### config.mk
export PLATFORM = sky130hd
export DESIGN_NAME = irq_pending_ctrl
export DESIGN_NICKNAME = d
export VERILOG_FILES = /design/src/rtl/irq_pending_ctrl_pkg.sv /design/src/rtl/priority_encoder8to3.sv /design/src/rtl/irq_pending_ctrl.sv
export SDC_FILE = /design/constraint.sdc
export NUM_CORES = 1
export LEC_CHECK = 0
export BUFFER_PORTS_ARGS = -buffer_cell sky130_fd_sc_hd__clkbuf_2
export CAP_MARGIN = 20
export CORE_ASPECT_RATIO = 1.5
export CORE_MARGIN = 2
export CORE_UTILIZATION = 45
export DETAILED_ROUTE_END_ITERATION = 8
export PLACE_DENSITY = 0.74
export SYNTH_ARGS = -nofsm -noshare
export SYNTH_HDL_FRONTEND = slang
export SYNTH_HIERARCHICAL = 1
export SYNTH_SLANG_ARGS = --single-unit
export TNS_END_PERCENT = 30
### constraint.sdc
create_clock -name clk -period 3.24 [get_ports clk]
set_input_delay 0.648 -clock clk [delete_from_list [all_inputs] [get_ports clk]]
set_output_delay 0.648 -clock clk [all_outputs]
set_load 0.01 [all_outputs]
### src/rtl/irq_pending_ctrl_pkg.sv
// Shared definitions for the interrupt pending/offer stage.
package irq_pending_ctrl_pkg;

  localparam int NSRC = 8;
  localparam int IDXW = 3;
  localparam int CNTW = 4;

  typedef enum logic {
    IDLE  = 1'b0,
    OFFER = 1'b1
  } state_t;

  // Number of set bits in a source vector.
  function automatic logic [CNTW-1:0] popcount(input logic [NSRC-1:0] v);
    logic [CNTW-1:0] n;
    n = '0;
    for (int i = 0; i < NSRC; i++) begin
      n = n + {{(CNTW-1){1'b0}}, v[i]};
    end
    return n;
  endfunction

endpackage

### src/rtl/priority_encoder8to3.sv
// Lowest-index-first 8-to-3 priority encoder. Outputs 0 when no bit is set,
// so callers needing "none" must OR-reduce the input themselves.
module priority_encoder8to3
  import irq_pending_ctrl_pkg::*;
(
  input  logic [NSRC-1:0] req,
  output logic [IDXW-1:0] idx
);

  // Scan from the top down so the lowest set bit is the last to write idx.
  always_comb begin
    idx = '0;
    for (int i = NSRC - 1; i >= 0; i--) begin
      if (req[i]) idx = i[IDXW-1:0];
    end
  end

endmodule

### src/rtl/irq_pending_ctrl.sv
// Collects request lines into a sticky pending register, masks them, and
// offers the lowest eligible index to a consumer. The serviced bit is
// cleared when the consumer accepts.
//
// Handshake: out_valid/out_idx are registered. Once out_valid rises, out_idx
// is held stable until a cycle with out_valid=1 and out_ready=1; that cycle
// is the transfer. The offer is never withdrawn before transfer (except by
// reset). The cycle after a transfer is always idle.
module irq_pending_ctrl
  import irq_pending_ctrl_pkg::*;
#(
  parameter bit EDGE = 1'b1
) (
  input  logic            clk,
  input  logic            rst,
  input  logic [NSRC-1:0] req_in,
  input  logic [NSRC-1:0] mask_in,
  output logic            out_valid,
  output logic [IDXW-1:0] out_idx,
  input  logic            out_ready,
  output logic [NSRC-1:0] pending,
  output logic [CNTW-1:0] pend_cnt,
  output logic            ovf,
  input  logic            ovf_clr
);

  state_t          state;
  logic [NSRC-1:0] req_q;
  logic [NSRC-1:0] cap;
  logic [NSRC-1:0] clr;
  logic [NSRC-1:0] elig;
  logic            any;
  logic [IDXW-1:0] enc_idx;

  assign cap  = EDGE ? (req_in & ~req_q) : req_in;
  assign elig = pending & ~mask_in;
  assign any  = |elig;

  // One-hot clear of the index being transferred this cycle.
  always_comb begin
    clr = '0;
    if (out_valid && out_ready) clr[out_idx] = 1'b1;
  end

  priority_encoder8to3 u_enc (
    .req (elig),
    .idx (enc_idx)
  );

  // Request history, pending bits and sticky overflow. A new capture wins
  // over a clear of the same bit so the fresh event is not lost.
  always_ff @(posedge clk or posedge rst) begin
    if (rst) begin
      req_q   <= '0;
      pending <= '0;
      ovf     <= 1'b0;
    end else begin
      req_q   <= req_in;
      pending <= (pending & ~clr) | cap;
      if (|(cap & pending & ~clr)) ovf <= 1'b1;
      else if (ovf_clr)            ovf <= 1'b0;
    end
  end

  // Offer FSM: latch the winner in IDLE, hold it in OFFER until accepted.
  always_ff @(posedge clk or posedge rst) begin
    if (rst) begin
      state     <= IDLE;
      out_valid <= 1'b0;
      out_idx   <= '0;
    end else begin
      case (state)
        IDLE: begin
          if (any) begin
            out_idx   <= enc_idx;
            out_valid <= 1'b1;
            state     <= OFFER;
          end
        end
        OFFER: begin
          if (out_ready) begin
            out_valid <= 1'b0;
            state     <= IDLE;
          end
        end
        default: begin
          out_valid <= 1'b0;
          state     <= IDLE;
        end
      endcase
    end
  end

  assign pend_cnt = popcount(pending);

endmodule
Word level (Yosys, flattened, before mapping):

Index checks and enable logic that the tools add are counted.

* bitwise logic cells: 10
* equality and inequality tests: 2
* order comparisons: 2
* mux-type cells: 19
* reduce and logical (&&, ||, !) cells: 7
* add/subtract/negate cells: 7

Operators by type and width (number)
* 8-bit bitwise AND: 5
* 3-bit 2-to-1 mux: 8
* 8-bit NOT: 3
* 4-bit by 1-bit adder with 4-bit output: 4
* 8-bit OR reduction: 2
* 8-bit 2-to-1 mux: 1
* 8-bit OR: 1
* 1-bit 2-to-1 mux: 7
* 3-bit by 1-bit adder with 4-bit output: 1
* 3-bit by 4-bit < comparator with 1-bit output (second input constant): 1
* 2-bit != test (second input constant): 2
* 1-bit case mux with 2 select lines: 2
* 2-bit AND reduction: 2
* 2-bit by 1-bit adder with 3-bit output: 1
* 1-bit demux with 3-bit select: 1
* 3-bit by 1-bit greater-or-equal comparator with 1-bit output (second input constant): 1
* 1-bit by 1-bit adder with 2-bit output: 1
* 1-bit logical AND: 2
* 2-bit nonzero test: 1
* 1-bit NOT: 1

* logic and storage cells: 53
* output and inout bits: 17
* bits of input ports: 20
* flip-flop bits (word level): 22

Depth between registers and ports, before layout:

* depth after elaboration: 10
* gate-level depth with buffers: 9
* gate-level depth less buffers: 9

Modules after synthesis:

Netlist, hierarchy kept.

Modules (own cells, without submodules)
* irq_pending_ctrl: instances 1, cells each 99, area each 1092.3 um2, sequential area each 550.5 um2
* priority_encoder8to3: instances 1, cells each 12, area each 83.8 um2, sequential area each 0.0 um2

Worst setup path before layout:

No wires, ideal clock.

* kind: register -> output
* start: reg pending[0]
* end: out pend_cnt[2]
* slack: -0.168 ns
* stages on the path, launching flop included: 10
* arrival time: 2.760 ns
* buffers on the path: 0
* data required time: 2.592 ns
* path through: dfrtp_1 fa_1 inv_1 fa_1 fa_1 inv_1 ha_1 inv_1 fa_1 xnor2_1

* cells in the longest elaborated chain, start to end: 7

Ends and longest elaborated chain
* start, declared: RTL line irq_pending_ctrl.sv:21 `output logic [NSRC-1:0] pending,`
* start signal, assigned: RTL line irq_pending_ctrl.sv:59 `pending <= (pending & ~clr) | cap;`
* 1-bit by 1-bit adder with 2-bit output: RTL line irq_pending_ctrl_pkg.sv:18 `n = n + {{(CNTW-1){1'b0}}, v[i]};`
* 2-bit by 1-bit adder with 3-bit output: RTL line irq_pending_ctrl_pkg.sv:18
* 3-bit by 1-bit adder with 4-bit output: RTL line irq_pending_ctrl_pkg.sv:18
* 4-bit by 1-bit adder with 4-bit output (4 in series): RTL line irq_pending_ctrl_pkg.sv:18
* end, declared: RTL line irq_pending_ctrl.sv:22 `output logic [CNTW-1:0] pend_cnt,`

Every way passes these cells.

Worst setup path in the final report:

* start: reg pending[0]
* end: out pend_cnt[1]

The elaborated chain is that of the path after synthesis.

==> out/summary.txt <==
Slowest CP cell -> fa_1
Num CTS Buffers -> 3
Synthesis Warnings -> 6
Minimum clock period -> 3.80 ns
Top-count cell post-synth -> dfrtp_1
Synth-to-layout area growth -> 23.8%
RePlAce Congestion -> 0.781
Crit path DAT -> 3.16 ns
Dpl cell area -> 1420 sq um
Max Fclk -> 263 MHz
DR iter-0 viols -> 6
Largest net degree at the start of global routing -> 23
Kind of critical path -> register to primary output
Hold Crit Class -> input port to async pin
Fin. Hold Viols -> 0
Critical path capture point type -> primary output
Layout cells sized above 1 -> 37.0%
Hold-fix buffers, CTS -> 0
Clock transition at the registers of the reported paths -> 0.12 ns
GRT overflow -> 0
Worst Setup SP -> pending[0]
Pleak -> 0.000700 uW
Share of total power in combinational logic -> 46.7%
CTS tree -> done
CP top delay family -> adder cells
Finished Cell Area -> 1460 sq um
Post-synth top area share -> 46.8%
Ranking of synthesized cells by area -> dfrtp_1, fa_1, inv_1
Maximum clock path buffer count -> 2
# rows -> 22
Root buf cell -> clkbuf_4
Post-synthesis async set-or-reset flop share -> 100%
Worst slew pin tran -> 0.797 ns
H-tree depth -> 1
Initial core utilization -> 47.5%
Clock tree sinks -> 22
WL final -> 2540 microns
Synthesized cell area -> 1180 sq um
Switching Power -> 337 uW
Crit path cell chain -> fa_1, inv_1, fa_1, fa_1, inv_1, ha_1, inv_1, fa_2, inv_2, clkbuf_2
Crit start category -> register
Port bufs -> 36
Clock power frac -> 16.2%
Post-CTS sizing -> 0
Die area -> 3050 sq um
Avg Cell Area, Syn -> 10.6 sq um
Crit path buffers/inverters -> 5
Worst skew pair latency -> 0.31 ns
Synth Instances -> 111
Most frequent cells after synthesis -> dfrtp_1, inv_1, nor2b_1
DR DRC count -> 0
First-pass GRT wire length -> 4420 microns
Max VDD drop -> 0.000357 V
Fill count -> 214
Post-route ant nets -> 0
Slowest Stage Delay on Critical Path -> 0.53 ns
Slew Viols, Final -> 0
Synthesized flop and latch total -> 22
Final period utilization -> 117%
Flop-to-flop setup slack -> 1.37 ns
Worst path depth -> 10
Core area -> 2480 sq um
Worst reg2reg endpoint -> out_idx[1]
Vias per inst -> 5.31
Vias in the first global route -> 973
Post-synth EDFFs -> 0
Sw frac -> 36.8%
Antenna violations before repair -> 0
Hold_ws -> 0.446 ns
Status -> finished, violations left
Hpwl dp -> 2140 microns
Synth area leader -> dfrtp_1
Pwr dens -> 628 nW/um^2
Clock skew -> 0.0100 ns
Sequential cell area -> 552 sq um
Max-cap violations -> 0
Setup bufs post-CTS -> 0
RSZ-0062 raised after global routing -> true
Setup TNS -> -1.45 ns
Worst Path Required -> 2.59 ns
Yosys cell types -> 33
Slew HR -> 46.8%
Die Wd -> 45.7 microns
Reg2reg start -> pending[0]
Area occupied by multi-input gates -> 572 sq um
Top-level I/O count -> 37
Nets -> 182
Register area share after synthesis -> 46.8%
Mapped Nets -> 138
End point of the critical path -> pend_cnt[1]
Final setup fails -> 4
Power Total -> 914 uW
Worst setup margin -> -0.564 ns
Int Power -> 577 uW
Die Height -> 66.6 microns
Total global-route track usage -> 20.1%
TritonRoute pass-1 iters -> 4
Flop pwr share -> 37.2%
Ant. Diodes -> 0
Most used flip-flop cell after synthesis -> dfrtp_1
Critical Path Fanout Max -> 2
Worst R2R Path Depth -> 5
Setup WS pre-CTS -> -0.215 ns
Violated checks -> negative setup slack
Average routed wire per standard cell -> 14.3 microns
Vias -> 945
-- registers in the layout, indices dropped and copies added, names as in the netlist --
| signal | cells |
|---|---|
| pending | 8 |
| ovf | 1 |
| state | 1 |
| out_valid | 1 |
| req_q | 8 |
| out_idx | 3 |
-- worst register-to-register path, delay by kind of cell, from the launching register on --
family	cells	cell delay, ns
buf+inv	1	0.12
simple gates	2	0.55
flops	1	0.39
mux	1	0.38
compound gates	1	0.33
-- layout by cell type (no fill, tap or decap), types with 2 or more instances in the layout --
cell	netlist	routed
ha_1	3	3
o22ai_1	3	3
dfrtp_1	22	21
clkbuf_2	0	35
nand2b_1	8	8
o21ai_0	4	4
nand3b_1	2	2
mux2_2	3	3
clkbuf_4	0	3
nand2_1	8	8
nor2_1	2	2
fa_1	4	3
buf_4	0	3
nor2b_1	9	9
nor4_1	3	3
a21oi_1	4	4
inv_1	17	16
-- logic make-up (layout without fill, tap and decap cells) --
logic type	after synthesis	count (layout)	synth area share [%]
xor+xnor	1	1	0.745
buf+inv	17	60	5.43
flops	22	22	46.8
mux	3	3	2.87
compound gates	22	22	14.7
fa+ha+maj	7	7	10.0
simple gates	39	39	19.5
-- area by class of cell --
class,count,share of cell area [%]
inverters,17,4.38
repair buffers,39,13.9
flip-flops and latches,22,37.9
well taps,24,2.06
multi-input cells,72,39.3
clock buffers,4,2.49
-- stage by stage --
step                std cells  utilization, %
finish                    178            58.8
global route              178            58.8
CTS                       178            58.8
detailed placement        174            57.3
global placement          174            57.3
floorplan                 111               -
-- routing by layer --
layer / GRT usage (%) / vias up / routed length (microns)
met4: 8.93 / 0 / 46
met2: 36.1 / 25 / 1450
met5: 0 / - / 0
met3: 2.17 / 5 / 80
li1: - / 468 / -
met1: 22.8 / 447 / 967
-- how the worst min path moves through the flow --
stage          startpoint          to  slack (ns)
3_3_place_gp        state   out_valid        0.48
4_1_cts         req_in[3]    req_q[3]        0.44
2_1_floorplan    req_q[1]  pending[1]        0.44
3_5_place_dp        state   out_valid        0.47
5_1_grt         req_in[0]    req_q[0]        0.44
6_report              rst         ovf        0.45
-- power by group through the flow --
| stage | Clock, uW | Combinational (uW) | Sequential (uW) |
|---|---|---|---|
| after floorplan | 0 | 265 | 354 |
| after global placement | 0 | 413 | 342 |
| after detailed placement | 0 | 432 | 345 |
| after CTS | 154 | 434 | 340 |
| after global routing | 163 | 478 | 346 |
| final | 148 | 427 | 340 |
Note: power is estimated with default switching activity, not from simulation.
